## src/rtl/psum_drain_stage.sv

```systemverilog
// psum_drain_stage: serialises a vector of partial sums onto a one-word output channel
module psum_drain_stage #(
    parameter int PEROW   = 4,
    parameter int PSUMDWD = 32,
    parameter int AWD     = 8
) (
    input  logic               i_clk,
    input  logic               i_rst,
    input  logic               SS_rdy,
    output logic               SS_ack,
    input  logic [PSUMDWD-1:0] i_sum [PEROW],
    input  logic               i_psum_mode,
    input  logic [AWD-1:0]     i_base_addr,
    output logic               PO_rdy,
    input  logic               PO_ack,
    output logic [PSUMDWD-1:0] o_data,
    output logic [AWD-1:0]     o_addr,
    output logic               o_last
);
    localparam int IW = $clog2(PEROW);

    typedef enum logic {IDLE, SEND} state_t;

    state_t             state_q, state_d;
    logic [IW-1:0]      cnt_q, cnt_d, last_idx, lo_idx, hi_idx;
    logic [PSUMDWD-1:0] sum_q [PEROW];
    logic [PSUMDWD-1:0] sum_d [PEROW];
    logic               mode_q, mode_d;
    logic [AWD-1:0]     base_q, base_d;
    logic               ss_xfer, po_xfer;

    assign ss_xfer = SS_rdy && SS_ack;
    assign po_xfer = PO_rdy && PO_ack;

    // state and datapath registers, cleared by the active-low synchronous reset
    always_ff @(posedge i_clk) begin
        if (!i_rst) begin
            state_q <= IDLE;
            cnt_q   <= '0;
            mode_q  <= 1'b0;
            base_q  <= '0;
            for (int i = 0; i < PEROW; i++) sum_q[i] <= '0;
        end else begin
            state_q <= state_d;
            cnt_q   <= cnt_d;
            mode_q  <= mode_d;
            base_q  <= base_d;
            for (int i = 0; i < PEROW; i++) sum_q[i] <= sum_d[i];
        end
    end

    // next state: a new vector always wins, otherwise the last beat returns to idle
    always_comb begin
        state_d = ss_xfer ? SEND : (po_xfer && o_last) ? IDLE : state_q;
    end

    // capture the vector on accept and advance the beat counter on each non-final beat
    always_comb begin
        for (int i = 0; i < PEROW; i++) sum_d[i] = ss_xfer ? i_sum[i] : sum_q[i];
        mode_d = ss_xfer ? i_psum_mode : mode_q;
        base_d = ss_xfer ? i_base_addr : base_q;
        cnt_d  = ss_xfer ? '0 : (po_xfer && !o_last) ? cnt_q + IW'(1) : cnt_q;
    end

    // output decode from registered state; only SS_ack looks at PO_ack
    always_comb begin
        last_idx = mode_q ? IW'(PEROW - 1) : IW'(PEROW / 2 - 1);
        lo_idx   = cnt_q << 1;
        hi_idx   = lo_idx + IW'(1);
        PO_rdy   = (state_q == SEND);
        o_last   = PO_rdy && (cnt_q == last_idx);
        o_data   = mode_q ? sum_q[cnt_q]
                          : PSUMDWD'({sum_q[hi_idx][15:0], sum_q[lo_idx][15:0]});
        o_addr   = base_q + AWD'(cnt_q);
        SS_ack   = !PO_rdy || (PO_ack && o_last);
    end
endmodule

```

## config.mk

```make
export PLATFORM = sky130hd
export DESIGN_NAME = psum_drain_stage
export DESIGN_NICKNAME = d
export VERILOG_FILES = /design/src/rtl/psum_drain_stage.sv
export SDC_FILE = /design/constraint.sdc
export NUM_CORES = 1
export LEC_CHECK = 0
export ABC_CLOCK_PERIOD_IN_PS = 5550
export CORE_ASPECT_RATIO = 0.6
export CORE_MARGIN = 2
export CORE_UTILIZATION = 60
export DETAILED_ROUTE_END_ITERATION = 10
export DONT_BUFFER_PORTS = 1
export GPL_TIMING_DRIVEN = 0
export PLACE_DENSITY = 0.8
export SLEW_MARGIN = 20
export SYNTH_ARGS = -nofsm -noshare
export SYNTH_HDL_FRONTEND = slang
export SYNTH_SLANG_ARGS = --single-unit
```

## constraint.sdc

```tcl
create_clock -name i_clk -period 5.55 [get_ports i_clk]
set_input_delay 1.11 -clock i_clk [delete_from_list [all_inputs] [get_ports i_clk]]
set_output_delay 1.11 -clock i_clk [all_outputs]
set_load 0.005 [all_outputs]
```

Yosys cells after proc, flatten, opt, wreduce, memory -nomap -nowiden
Memory sizes are Yosys's and may differ from the RTL's. A register that Yosys moved wholly into a read port is not among the register bits.
Index checks and enable logic that the tools add are counted.
{"block": "op_classes", "div": 0, "bitwise_logic": 5, "order_cmp": 0, "n_reduce_logical": 12, "n_mux": 18, "mul": 0, "n_shift": 0, "eq_ne": 2, "add_sub_neg": 3}
{"operator": "$mux 32", "n": 9}
{"operator": "$mux 2", "n": 5}
{"operator": "$add 8x2->8", "n": 1}
{"operator": "$logic_and 1x1->1", "n": 6}
{"operator": "$add 2x1->2 const B", "n": 2}
{"operator": "$mux 1", "n": 4}
{"operator": "$or 1x1->1", "n": 4}
{"operator": "$eq 2x2->1", "n": 1}
{"operator": "$logic_not 1->1", "n": 2}
{"operator": "$reduce_and 2->1", "n": 1}
{"operator": "$reduce_bool 2->1", "n": 1}
{"operator": "$reduce_or 2->1", "n": 1}
{"operator": "$logic_or 1x1->1", "n": 1}
{"operator": "$ne 1x1->1 const B", "n": 1}
{"operator": "$not 1->1", "n": 1}
{"block": "totals", "n_memories": 1, "word_cells": 45, "inputBits": 141, "latchBits": 0, "rom_bits": 0, "ram_bits": 128, "register_bits": 12}
{"memory": "sum_q", "depth": 4, "width": 32, "rd": 3, "rd_clocked_by_memory_dff": 2, "write_ports": 4, "line_no": "26", "text": "logic [PSUMDWD-1:0] sum_q [PEROW];"}

Depth between registers and ports, before layout
Gate-level depths: netlist (run 1).
{"block": "depth", "word_depth": 9, "depth_mapped": 5, "depth_no_buf": 5}

Least setup slack after synthesis (run 1)
Ideal clock, no wire load.
{"block": "synth_timing", "path_kind": "input to register", "from": "input port SS_rdy", "to": "memory sum_q[0][0] (enable)", "setup_slack_ns": 0.353, "t_required_ns": 5.041, "arrival_ns": 4.688, "stages": 4, "setup_ns": 0.509, "cell_sequence": "inv_1 -> o31ai_4 -> buf_6 -> nand2b_1"}
{"item": "from (decl)", "line_no": "9", "text": "input logic SS_rdy,"}
{"item": "to (decl)", "line_no": "26"}

==> flow_summary.html, run 1 <==
<table>
<tr><th>Metric</th><th>Value</th></tr>
<tr><th colspan="2">Clock tree</th></tr>
<tr><td>Root buf cell</td><td>sky130_fd_sc_hd__clkbuf_16</td></tr>
<tr><td>Number of buffers between clock root and the deepest sink</td><td>2</td></tr>
<tr><td>Insertion delay to the later sink of the worst-skew pair</td><td>0.42 ns</td></tr>
<tr><td># resized after CTS</td><td>0</td></tr>
<tr><td>CTS tree</td><td>yes</td></tr>
<tr><td>CTS H-Tree Depth</td><td>4</td></tr>
<tr><td>Number of sinks handled by clock tree synthesis</td><td>142</td></tr>
<tr><td>Cts bufs inserted</td><td>17</td></tr>
<tr><td>Number of post-CTS setup repair buffers</td><td>0</td></tr>
<tr><td>Hold buffer count at cts</td><td>0</td></tr>
<tr><td>Clock edge transition at the registers on the reported setup and hold paths</td><td>~0.06 ns</td></tr>
<tr><th colspan="2">Flow run</th></tr>
<tr><td>Number of violations of the max-capacitance limit</td><td>0</td></tr>
<tr><th colspan="2">Worst hold path</th></tr>
<tr><td>Type of the tightest min-delay check</td><td>reg2reg</td></tr>
<tr><td>Beginning of the worst hold path</td><td>base_q[0]</td></tr>
<tr><th colspan="2">Worst setup path</th></tr>
<tr><td>Critical setup path kind</td><td>reg2out</td></tr>
<tr><td>Reg-to-reg critical path startpoint</td><td>mode_q</td></tr>
<tr><td>Data arrival, critical path</td><td>2.18 ns</td></tr>
<tr><td>Worst-path fanout max</td><td>10</td></tr>
<tr><td>Crit-path most repeated cell</td><td>sky130_fd_sc_hd__buf_2</td></tr>
<tr><td>Data required time at the worst endpoint</td><td>between 4 and 5 ns</td></tr>
<tr><td>Kind of start point of the critical path</td><td>register</td></tr>
<tr><td>Delay of the slowest cell on the worst path</td><td>around 0.39 ns</td></tr>
<tr><td>Sort of element at the end of the critical path</td><td>output pin</td></tr>
<tr><td>Highest-delay cell along the critical path</td><td>sky130_fd_sc_hd__dfxtp_1</td></tr>
<tr><td>Cell chain of the critical path</td><td>buf_2 -&gt; buf_2 -&gt; mux4_2 -&gt; nand2_1 -&gt; o21ai_1</td></tr>
<tr><th colspan="2">Floorplanning</th></tr>
<tr><td>Initial core utilization</td><td>0.6236</td></tr>
<tr><td>Area enclosed by the die boundary</td><td>between 10000 and 15000 sq um</td></tr>
<tr><td>Site row count</td><td>30</td></tr>
<tr><td>Die X-Extent</td><td>between 100 and 150 um</td></tr>
<tr><td>Count of pins on the block boundary</td><td>roughly 180</td></tr>
<tr><td>Area inside the core boundary</td><td>11490 sq um</td></tr>
<tr><td>Die span in y</td><td>about 89 um</td></tr>
<tr><th colspan="2">STA</th></tr>
<tr><td>Number of setup violations in the final report</td><td>0</td></tr>
<tr><td>Max Transition Viols Final</td><td>0</td></tr>
<tr><td>Layout Skew</td><td>0.008512 ns</td></tr>
<tr><td>Upper clock frequency limit</td><td>slightly above 300 MHz</td></tr>
<tr><td>Min cycle time layout</td><td>roughly 3.3 ns</td></tr>
<tr><td>Tightest Pin Transition</td><td>0.7480 ns</td></tr>
<tr><td>Number of hold violations in the final report</td><td>0</td></tr>
<tr><td>Post-route worst setup slack</td><td>2.264 ns</td></tr>
<tr><td>Final period utilization</td><td>0.5921</td></tr>
<tr><td>RSZ-0062 raised after global routing</td><td>no</td></tr>
<tr><td>Total negative setup slack</td><td>0 ns</td></tr>
<tr><td>Headroom to the max-slew limit</td><td>0.5013</td></tr>
<tr><th colspan="2">Yosys</th></tr>
<tr><td>Proportion of synthesized flip-flops having asynchronous set or reset</td><td>0</td></tr>
<tr><td>Post-synth EDFFs</td><td>approximately 130</td></tr>
<tr><td>Top cells by area, synth</td><td>sky130_fd_sc_hd__edfxtp_1 54%, sky130_fd_sc_hd__and3_1 11%, sky130_fd_sc_hd__mux4_2 10%, sky130_fd_sc_hd__dfxtp_1 3.9%, sky130_fd_sc_hd__mux2i_1 3.5%</td></tr>
<tr><td>Ranking of synthesized cells by instance count</td><td>128 x sky130_fd_sc_hd__and3_1, 128 x sky130_fd_sc_hd__edfxtp_1, 40 x sky130_fd_sc_hd__nand2_1</td></tr>
<tr><td>Post-synthesis net count</td><td>around 660</td></tr>
<tr><td>Post-Synthesis Cells</td><td>519</td></tr>
<tr><td>Netlist cell types</td><td>31</td></tr>
<tr><td>Part of the Yosys area used for sequential elements</td><td>0.5757</td></tr>
<tr><td>Most area-hungry cell type in the Yosys netlist</td><td>sky130_fd_sc_hd__edfxtp_1</td></tr>
<tr><td>Mapped cell area</td><td>between 7000 and 8000 sq um</td></tr>
<tr><td>Post-Syn Area per Cell</td><td>roughly 14 sq um</td></tr>
<tr><td>Synth Warn #</td><td>0</td></tr>
<tr><td>Number of flip-flops and latches in the synthesized netlist</td><td>about 140</td></tr>
<tr><td>Fraction of synthesized cell area taken by the top area cell type</td><td>0.5366</td></tr>
<tr><td>Commonest register cell after synthesis</td><td>sky130_fd_sc_hd__edfxtp_1</td></tr>
<tr><th colspan="2">Cells and area</th></tr>
<tr><td>Total of fill cells in the finished design</td><td>approximately 820</td></tr>
<tr><td>Layout Utilization</td><td>0.7009</td></tr>
<tr><td>Final layout net count</td><td>684</td></tr>
<tr><td>Fraction of layout instances using a drive strength above 1</td><td>0.1826</td></tr>
<tr><td>Number of cells in the finished layout apart from fillers</td><td>718</td></tr>
<tr><td>Area Growth Syn to Fin</td><td>12.38%</td></tr>
<tr><th colspan="2">Placed design</th></tr>
<tr><td>HPWL after detailed placement</td><td>around 13000 um</td></tr>
<tr><td>Buffers added on ports</td><td>0</td></tr>
<tr><td>Setup slack at placement</td><td>roughly 2.6 ns</td></tr>
<tr><td>Placer congestion estimate</td><td>0.8362</td></tr>
<tr><td>Number of cells in the design after placement</td><td>681</td></tr>
<tr><th colspan="2">Global routing</th></tr>
<tr><td>Routing layer with the top usage in global route</td><td>met2</td></tr>
<tr><td>Global routing met2 resource utilization</td><td>0.4481</td></tr>
<tr><td>Via count of the first global-routing pass</td><td>~4600</td></tr>
<tr><td>Met1 Usage GRT</td><td>0.4385</td></tr>
<tr><td>Overall global routing resource usage</td><td>0.3017</td></tr>
<tr><td>Antenna violations before repair</td><td>4</td></tr>
<tr><td>Pin count of the biggest net entering global routing</td><td>between 50 and 60</td></tr>
<tr><td>First-pass GRT wire length</td><td>about 28000 um</td></tr>
<tr><td>Global route total overflow</td><td>0</td></tr>
<tr><td>Met3 Usage GRT</td><td>0.1005</td></tr>
<tr><th colspan="2">Drt</th></tr>
<tr><td>Number of DRC markers after the initial detailed-route iteration</td><td>~410</td></tr>
<tr><td>Vias per std cell</td><td>~6.5</td></tr>
<tr><td>Antenna Violating Nets Remaining</td><td>0</td></tr>
<tr><td>WL per Instance</td><td>roughly 26 um</td></tr>
<tr><td>First-pass iteration count of the detailed router</td><td>5</td></tr>
<tr><td>DRT Wirelength</td><td>roughly 19000 um</td></tr>
<tr><td>Count of vias placed by the detailed router</td><td>approximately 4700</td></tr>
<tr><td>Post-route DRC</td><td>0</td></tr>
<tr><th colspan="2">Power and ir drop</th></tr>
<tr><td>Max VDD drop</td><td>around 0.26 mV</td></tr>
<tr><td>Leakage</td><td>about 3.3 nW</td></tr>
<tr><td>Pwr Density</td><td>about 350 nW/um^2</td></tr>
<tr><th colspan="2">Outcome</th></tr>
<tr><td>Status</td><td>completed</td></tr>
</table>
==> cell families (layout without fill, tap and decap cells) <==
kind of cell	after synthesis	in the layout	share of synthesized area
mux	74	74	0.1670
flops	142	142	0.5757
fa+ha+maj	3	3	0.006288
xor+xnor	8	8	0.01083
other cells	0	5	0
simple gates	196	196	0.1555
buf+inv	56	90	0.04734
compound gates	40	40	0.03738
==> final timing paths <==
path	to	slack (ns)	cells after the start
worst max-delay path	o_data[23]	2.26	5
worst min-delay path	base_q[0]	0.48	2
worst max register to register	sum_q[3][27]	3.14	5
worst min register to register	base_q[0]	0.48	2
==> through the flow <==
step | hold slack [ns] | power (W) | instance area [sq um]
6_report | 0.4767 | 0.002797 | 8050
5_1_grt | 0.5061 | 0.002876 | 8040
4_1_cts | 0.4750 | 0.002798 | 8038
3_5_place_dp | 0.4582 | 0.001603 | 7418
3_3_place_gp | 0.4542 | 0.001596 | 7363
2_1_floorplan | 0.4385 | 0.001516 | 7163
==> flip-flops by register name (all words and copies together) (netlist names), named ones only <==
register  count
PO_rdy        1
mode_q        1
sum_q       128
cnt_q         2
base_q        8
==> critical path, delay by kind of cell (launching register included) <==
| family | cells | cell delay (ns) |
|---|---|---|
| muxes | 1 | 0.39 |
| and+or+nand+nor | 1 | 0.13 |
| DFF | 1 | 0.39 |
| buffers and inverters | 2 | 0.71 |
| AOI/OAI and AO/OA | 1 | 0.13 |
==> routing by layer <==
| layer | routed length (um) | vias to the layer above |
|---|---|---|
| li1 | - | 2014 |
| met1 | 8231 | 2369 |
| met2 | 8375 | 265 |
| met3 | 1937 | 30 |
| met4 | 317 | 2 |
| met5 | 13 | - |
==> where the power goes <==
group | switching (W) | internal [W]
sequential | 0.0000398 | 0.00126
combinational | 0.000164 | 0.000124
clock | 0.000456 | 0.000755
total | 0.000659 | 0.00214
==> cell type report <==
type | instances | area, sq um | share of cell area
Antenna cell | 5 | 12.51 | 0.001554
Buffer | 50 | 316.6 | 0.03932
Clock buffer | 19 | 432.9 | 0.05378
Clock inverter | 13 | 186.4 | 0.02316
Inverter | 6 | 22.52 | 0.002798
Multi-Input combinational cell | 321 | 2708 | 0.3363
Sequential cell | 142 | 4124 | 0.5123
Tap cell | 160 | 200.2 | 0.02487
Timing Repair Buffer | 2 | 47.55 | 0.005906
==> cell usage in the layout, fill, tap and decap left out, types with 2 or more instances in the layout <==
master	instances
sky130_fd_sc_hd__a21boi_1	3
sky130_fd_sc_hd__and3_1	128
sky130_fd_sc_hd__buf_2	9
sky130_fd_sc_hd__buf_6	15
sky130_fd_sc_hd__bufinv_16	4
sky130_fd_sc_hd__clkbuf_1	26
sky130_fd_sc_hd__clkbuf_16	17
sky130_fd_sc_hd__clkinvlp_4	3
sky130_fd_sc_hd__dfxtp_1	14
sky130_fd_sc_hd__diode_2	5
sky130_fd_sc_hd__edfxtp_1	128
sky130_fd_sc_hd__ha_1	2
sky130_fd_sc_hd__inv_1	6
sky130_fd_sc_hd__inv_6	3
sky130_fd_sc_hd__mux2_1	8
sky130_fd_sc_hd__mux2_4	9
sky130_fd_sc_hd__mux2i_1	25
sky130_fd_sc_hd__mux4_2	32
sky130_fd_sc_hd__nand2_1	40
sky130_fd_sc_hd__nand2b_1	18
sky130_fd_sc_hd__nand3_1	2
sky130_fd_sc_hd__nor2_1	3
sky130_fd_sc_hd__nor3_1	2
sky130_fd_sc_hd__o21a_1	16
sky130_fd_sc_hd__o21ai_1	18
sky130_fd_sc_hd__xnor2_1	2
sky130_fd_sc_hd__xor2_1	5
No activity file was read; power rests on OpenSTA's default activity.
==> run 2: changes to the inputs <==
- ABC_CLOCK_PERIOD_IN_PS: 5550 -> 3100
- clock period: 5.55 -> 3.1 ns (I/O delays scaled with it)
==> flow_summary.html, run 2 (same netlist as run 1, synthesis figures left out) <==
<table>
<tr><th>Metric</th><th>Value</th></tr>
<tr><th colspan="2">Flow run</th></tr>
<tr><td>Number of violations of the max-capacitance limit</td><td>0 (unchanged)</td></tr>
<tr><th colspan="2">Global routing</th></tr>
<tr><td>Global route total overflow</td><td>0 (unchanged)</td></tr>
<tr><td>Met1 Usage GRT</td><td>0.4246 (-0.01382)</td></tr>
<tr><td>Met3 Usage GRT</td><td>0.09794 (-0.002577)</td></tr>
<tr><td>Via count of the first global-routing pass</td><td>4450 (-3.6%)</td></tr>
<tr><td>Routing layer with the top usage in global route</td><td>met2</td></tr>
<tr><td>Overall global routing resource usage</td><td>0.2941 (-0.007615)</td></tr>
<tr><td>Pin count of the biggest net entering global routing</td><td>63 (+21%)</td></tr>
<tr><td>Global routing met2 resource utilization</td><td>0.4273 (-0.02078)</td></tr>
<tr><td>Antenna violations before repair</td><td>6 (+2)</td></tr>
<tr><td>First-pass GRT wire length</td><td>27140 um (-2.4%)</td></tr>
<tr><th colspan="2">Clock tree</th></tr>
<tr><td>Number of buffers between clock root and the deepest sink</td><td>2 (unchanged)</td></tr>
<tr><td># resized after CTS</td><td>0 (unchanged)</td></tr>
<tr><td>Root buf cell</td><td>sky130_fd_sc_hd__clkbuf_16</td></tr>
<tr><td>Number of post-CTS setup repair buffers</td><td>0 (unchanged)</td></tr>
<tr><td>Hold buffer count at cts</td><td>0 (unchanged)</td></tr>
<tr><td>Insertion delay to the later sink of the worst-skew pair</td><td>0.42 ns (about the same)</td></tr>
<tr><td>Clock edge transition at the registers on the reported setup and hold paths</td><td>0.06 ns (about the same)</td></tr>
<tr><td>CTS H-Tree Depth</td><td>4 (unchanged)</td></tr>
<tr><td>CTS tree</td><td>yes</td></tr>
<tr><td>Cts bufs inserted</td><td>17 (unchanged)</td></tr>
<tr><td>Number of sinks handled by clock tree synthesis</td><td>142 (unchanged)</td></tr>
<tr><th colspan="2">STA</th></tr>
<tr><td>Final period utilization</td><td>0.9201</td></tr>
<tr><td>Total negative setup slack</td><td>0 ns (unchanged)</td></tr>
<tr><td>Max Transition Viols Final</td><td>0 (unchanged)</td></tr>
<tr><td>Min cycle time layout</td><td>about 2.9 ns</td></tr>
<tr><td>Headroom to the max-slew limit</td><td>0.5099 (+0.008600)</td></tr>
<tr><td>Upper clock frequency limit</td><td>~350 MHz</td></tr>
<tr><td>Layout Skew</td><td>0.009320 ns (+0.0008075 ns)</td></tr>
<tr><td>RSZ-0062 raised after global routing</td><td>no</td></tr>
<tr><td>Tightest Pin Transition</td><td>0.7351 ns (-0.01290 ns)</td></tr>
<tr><td>Number of hold violations in the final report</td><td>0 (unchanged)</td></tr>
<tr><td>Number of setup violations in the final report</td><td>0 (unchanged)</td></tr>
<tr><td>Final hold slack</td><td>0.3447 ns (-0.1320 ns)</td></tr>
<tr><td>Post-route worst setup slack</td><td>0.2476 ns (-2.016 ns)</td></tr>
<tr><th colspan="2">Worst hold path</th></tr>
<tr><td>Hold Path Sink</td><td>mode_q</td></tr>
<tr><td>Worst Hold Depth</td><td>2 (unchanged)</td></tr>
<tr><td>Beginning of the worst hold path</td><td>i_psum_mode</td></tr>
<tr><td>Type of the tightest min-delay check</td><td>in2reg</td></tr>
<tr><th colspan="2">Power and ir drop</th></tr>
<tr><td>Max VDD drop</td><td>0.3876 mV (+49%)</td></tr>
<tr><td>Pwr Density</td><td>582.3 nW/um^2 (+68%)</td></tr>
<tr><td>Total power</td><td>0.004627 W (+65%)</td></tr>
<tr><td>Leakage</td><td>3.296 nW (-1.1%)</td></tr>
<tr><th colspan="2">Cells and area</th></tr>
<tr><td>Total of fill cells in the finished design</td><td>817 (+0.25%)</td></tr>
<tr><td>Number of cells in the finished layout apart from fillers</td><td>718 (unchanged)</td></tr>
<tr><td>Fraction of layout instances using a drive strength above 1</td><td>0.1790 (-0.003617)</td></tr>
<tr><td>Area Growth Syn to Fin</td><td>10.93%</td></tr>
<tr><td>Register ranked first by flip-flop count</td><td>sum_q</td></tr>
<tr><td>Largest registers</td><td>sum_q x128, base_q x8, cnt_q x2</td></tr>
<tr><td>Final layout net count</td><td>684 (unchanged)</td></tr>
<tr><td>Top library cells by usage in the layout, fill and taps aside</td><td>128 x sky130_fd_sc_hd__and3_1, 128 x sky130_fd_sc_hd__edfxtp_1, 40 x sky130_fd_sc_hd__nand2_1</td></tr>
<tr><td>Flip-flop count of the largest register, all copies and words added</td><td>128 (unchanged)</td></tr>
<tr><th colspan="2">Placed design</th></tr>
<tr><td>Number of cells in the design after placement</td><td>681 (unchanged)</td></tr>
<tr><td>HPWL after detailed placement</td><td>13400 um (-0.73%)</td></tr>
<tr><td>Setup slack at placement</td><td>0.7197 ns (-1.896 ns)</td></tr>
<tr><td>Placer congestion estimate</td><td>0.8298 (-0.77%)</td></tr>
<tr><td>Buffers added on ports</td><td>0 (unchanged)</td></tr>
<tr><th colspan="2">Floorplanning</th></tr>
<tr><td>Initial core utilization</td><td>0.6236 (unchanged)</td></tr>
<tr><td>Area inside the core boundary</td><td>11490 sq um (unchanged)</td></tr>
<tr><td>Site row count</td><td>30 (unchanged)</td></tr>
<tr><td>Count of pins on the block boundary</td><td>184 (unchanged)</td></tr>
<tr><td>Die span in y</td><td>88.64 um (unchanged)</td></tr>
<tr><td>Area enclosed by the die boundary</td><td>12860 sq um (unchanged)</td></tr>
<tr><td>Die X-Extent</td><td>145.1 um (unchanged)</td></tr>
<tr><th colspan="2">Worst setup path</th></tr>
<tr><td>Worst R2R End</td><td>sum_q[3][30]</td></tr>
<tr><td>Reg-to-reg critical path startpoint</td><td>mode_q</td></tr>
<tr><td>Kind of start point of the critical path</td><td>register</td></tr>
<tr><td>Data required time at the worst endpoint</td><td>2.48 ns (-1.96 ns)</td></tr>
<tr><td>Critical setup path kind</td><td>reg2out</td></tr>
<tr><td>Sort of element at the end of the critical path</td><td>output pin</td></tr>
<tr><td>Data arrival, critical path</td><td>2.23 ns (+0.05 ns)</td></tr>
<tr><td>Worst reg2reg setup slack</td><td>0.89 ns (-2.25 ns)</td></tr>
<tr><td>Cell depth of the worst flop-to-flop path</td><td>5 (unchanged)</td></tr>
<tr><td>Worst-path fanout max</td><td>10 (unchanged)</td></tr>
<tr><th colspan="2">Drt</th></tr>
<tr><td>WL per Instance</td><td>25.74 um (-2.1%)</td></tr>
<tr><td>Antenna Violating Nets Remaining</td><td>0 (unchanged)</td></tr>
<tr><td>Count of vias placed by the detailed router</td><td>4640 (-0.85%)</td></tr>
<tr><td>Number of DRC markers after the initial detailed-route iteration</td><td>474 (+15%)</td></tr>
<tr><td>Vias per std cell</td><td>6.462 (-0.85%)</td></tr>
<tr><td>Post-route DRC</td><td>0 (unchanged)</td></tr>
<tr><td>First-pass iteration count of the detailed router</td><td>5 (unchanged)</td></tr>
<tr><td>DRT Wirelength</td><td>18480 um (-2.1%)</td></tr>
<tr><th colspan="2">Outcome</th></tr>
<tr><td>Status</td><td>completed</td></tr>
</table>
run 2: critical path: stages, from the launching register on:
cell and delay [ns]:
sky130_fd_sc_hd__dfxtp_1 0.46, sky130_fd_sc_hd__clkbuf_1 0.58, sky130_fd_sc_hd__clkbuf_1 0.40, sky130_fd_sc_hd__nand2_1 0.18, sky130_fd_sc_hd__o21ai_1 0.20
run 2: routing by layer:
metal | routed length [um] | vias to the layer above
met5 | 13 | -
met4 | 265 | 2
met3 | 1889 | 23
met2 | 8192 | 225
met1 | 8122 | 2367
li1 | - | 2023
run 2: area by class of cell:
cell class / instances / area, sq um / share of cell area
inverters: 6 / 22.52 / 0.002834
clock buffers: 19 / 432.9 / 0.05448
well taps: 160 / 200.2 / 0.02519
flip-flops and latches: 142 / 4124 / 0.5190
plain buffers: 50 / 316.6 / 0.03984
clock inverters: 13 / 75.07 / 0.009447
diodes: 5 / 12.51 / 0.001575
multi-input cells: 321 / 2708 / 0.3407
repair buffers: 2 / 55.05 / 0.006928
run 2: how the worst max path moves through the flow:
stage / start / end / slack [ns] / cells after the start
detailed placement: register / o_data[24] / 0.72 / 5
finish: mode_q / o_data[26] / 0.25 / 4
global placement: i_rst / sum_q[0][24] / 0.12 / 3
CTS: register / o_data[24] / 0.26 / 5
floorplan: SS_rdy / sum_q[0][0] / 0.63 / 4
global route: register / o_data[22] / 0.14 / 5
run 2: per-stage QoR:
step,utilization,area (sq um)
5_1_grt,0.6914,7941
3_3_place_gp,0.6417,7371
3_5_place_dp,0.6465,7426
4_1_cts,0.6907,7934
2_1_floorplan,-,7171
6_report,0.6918,7946
run 2: where the power goes:
group	switching, W	internal (W)
Sequential	0.0000671	0.00226
Combinational	0.000291	0.000223
Clock	0.000783	0.00101
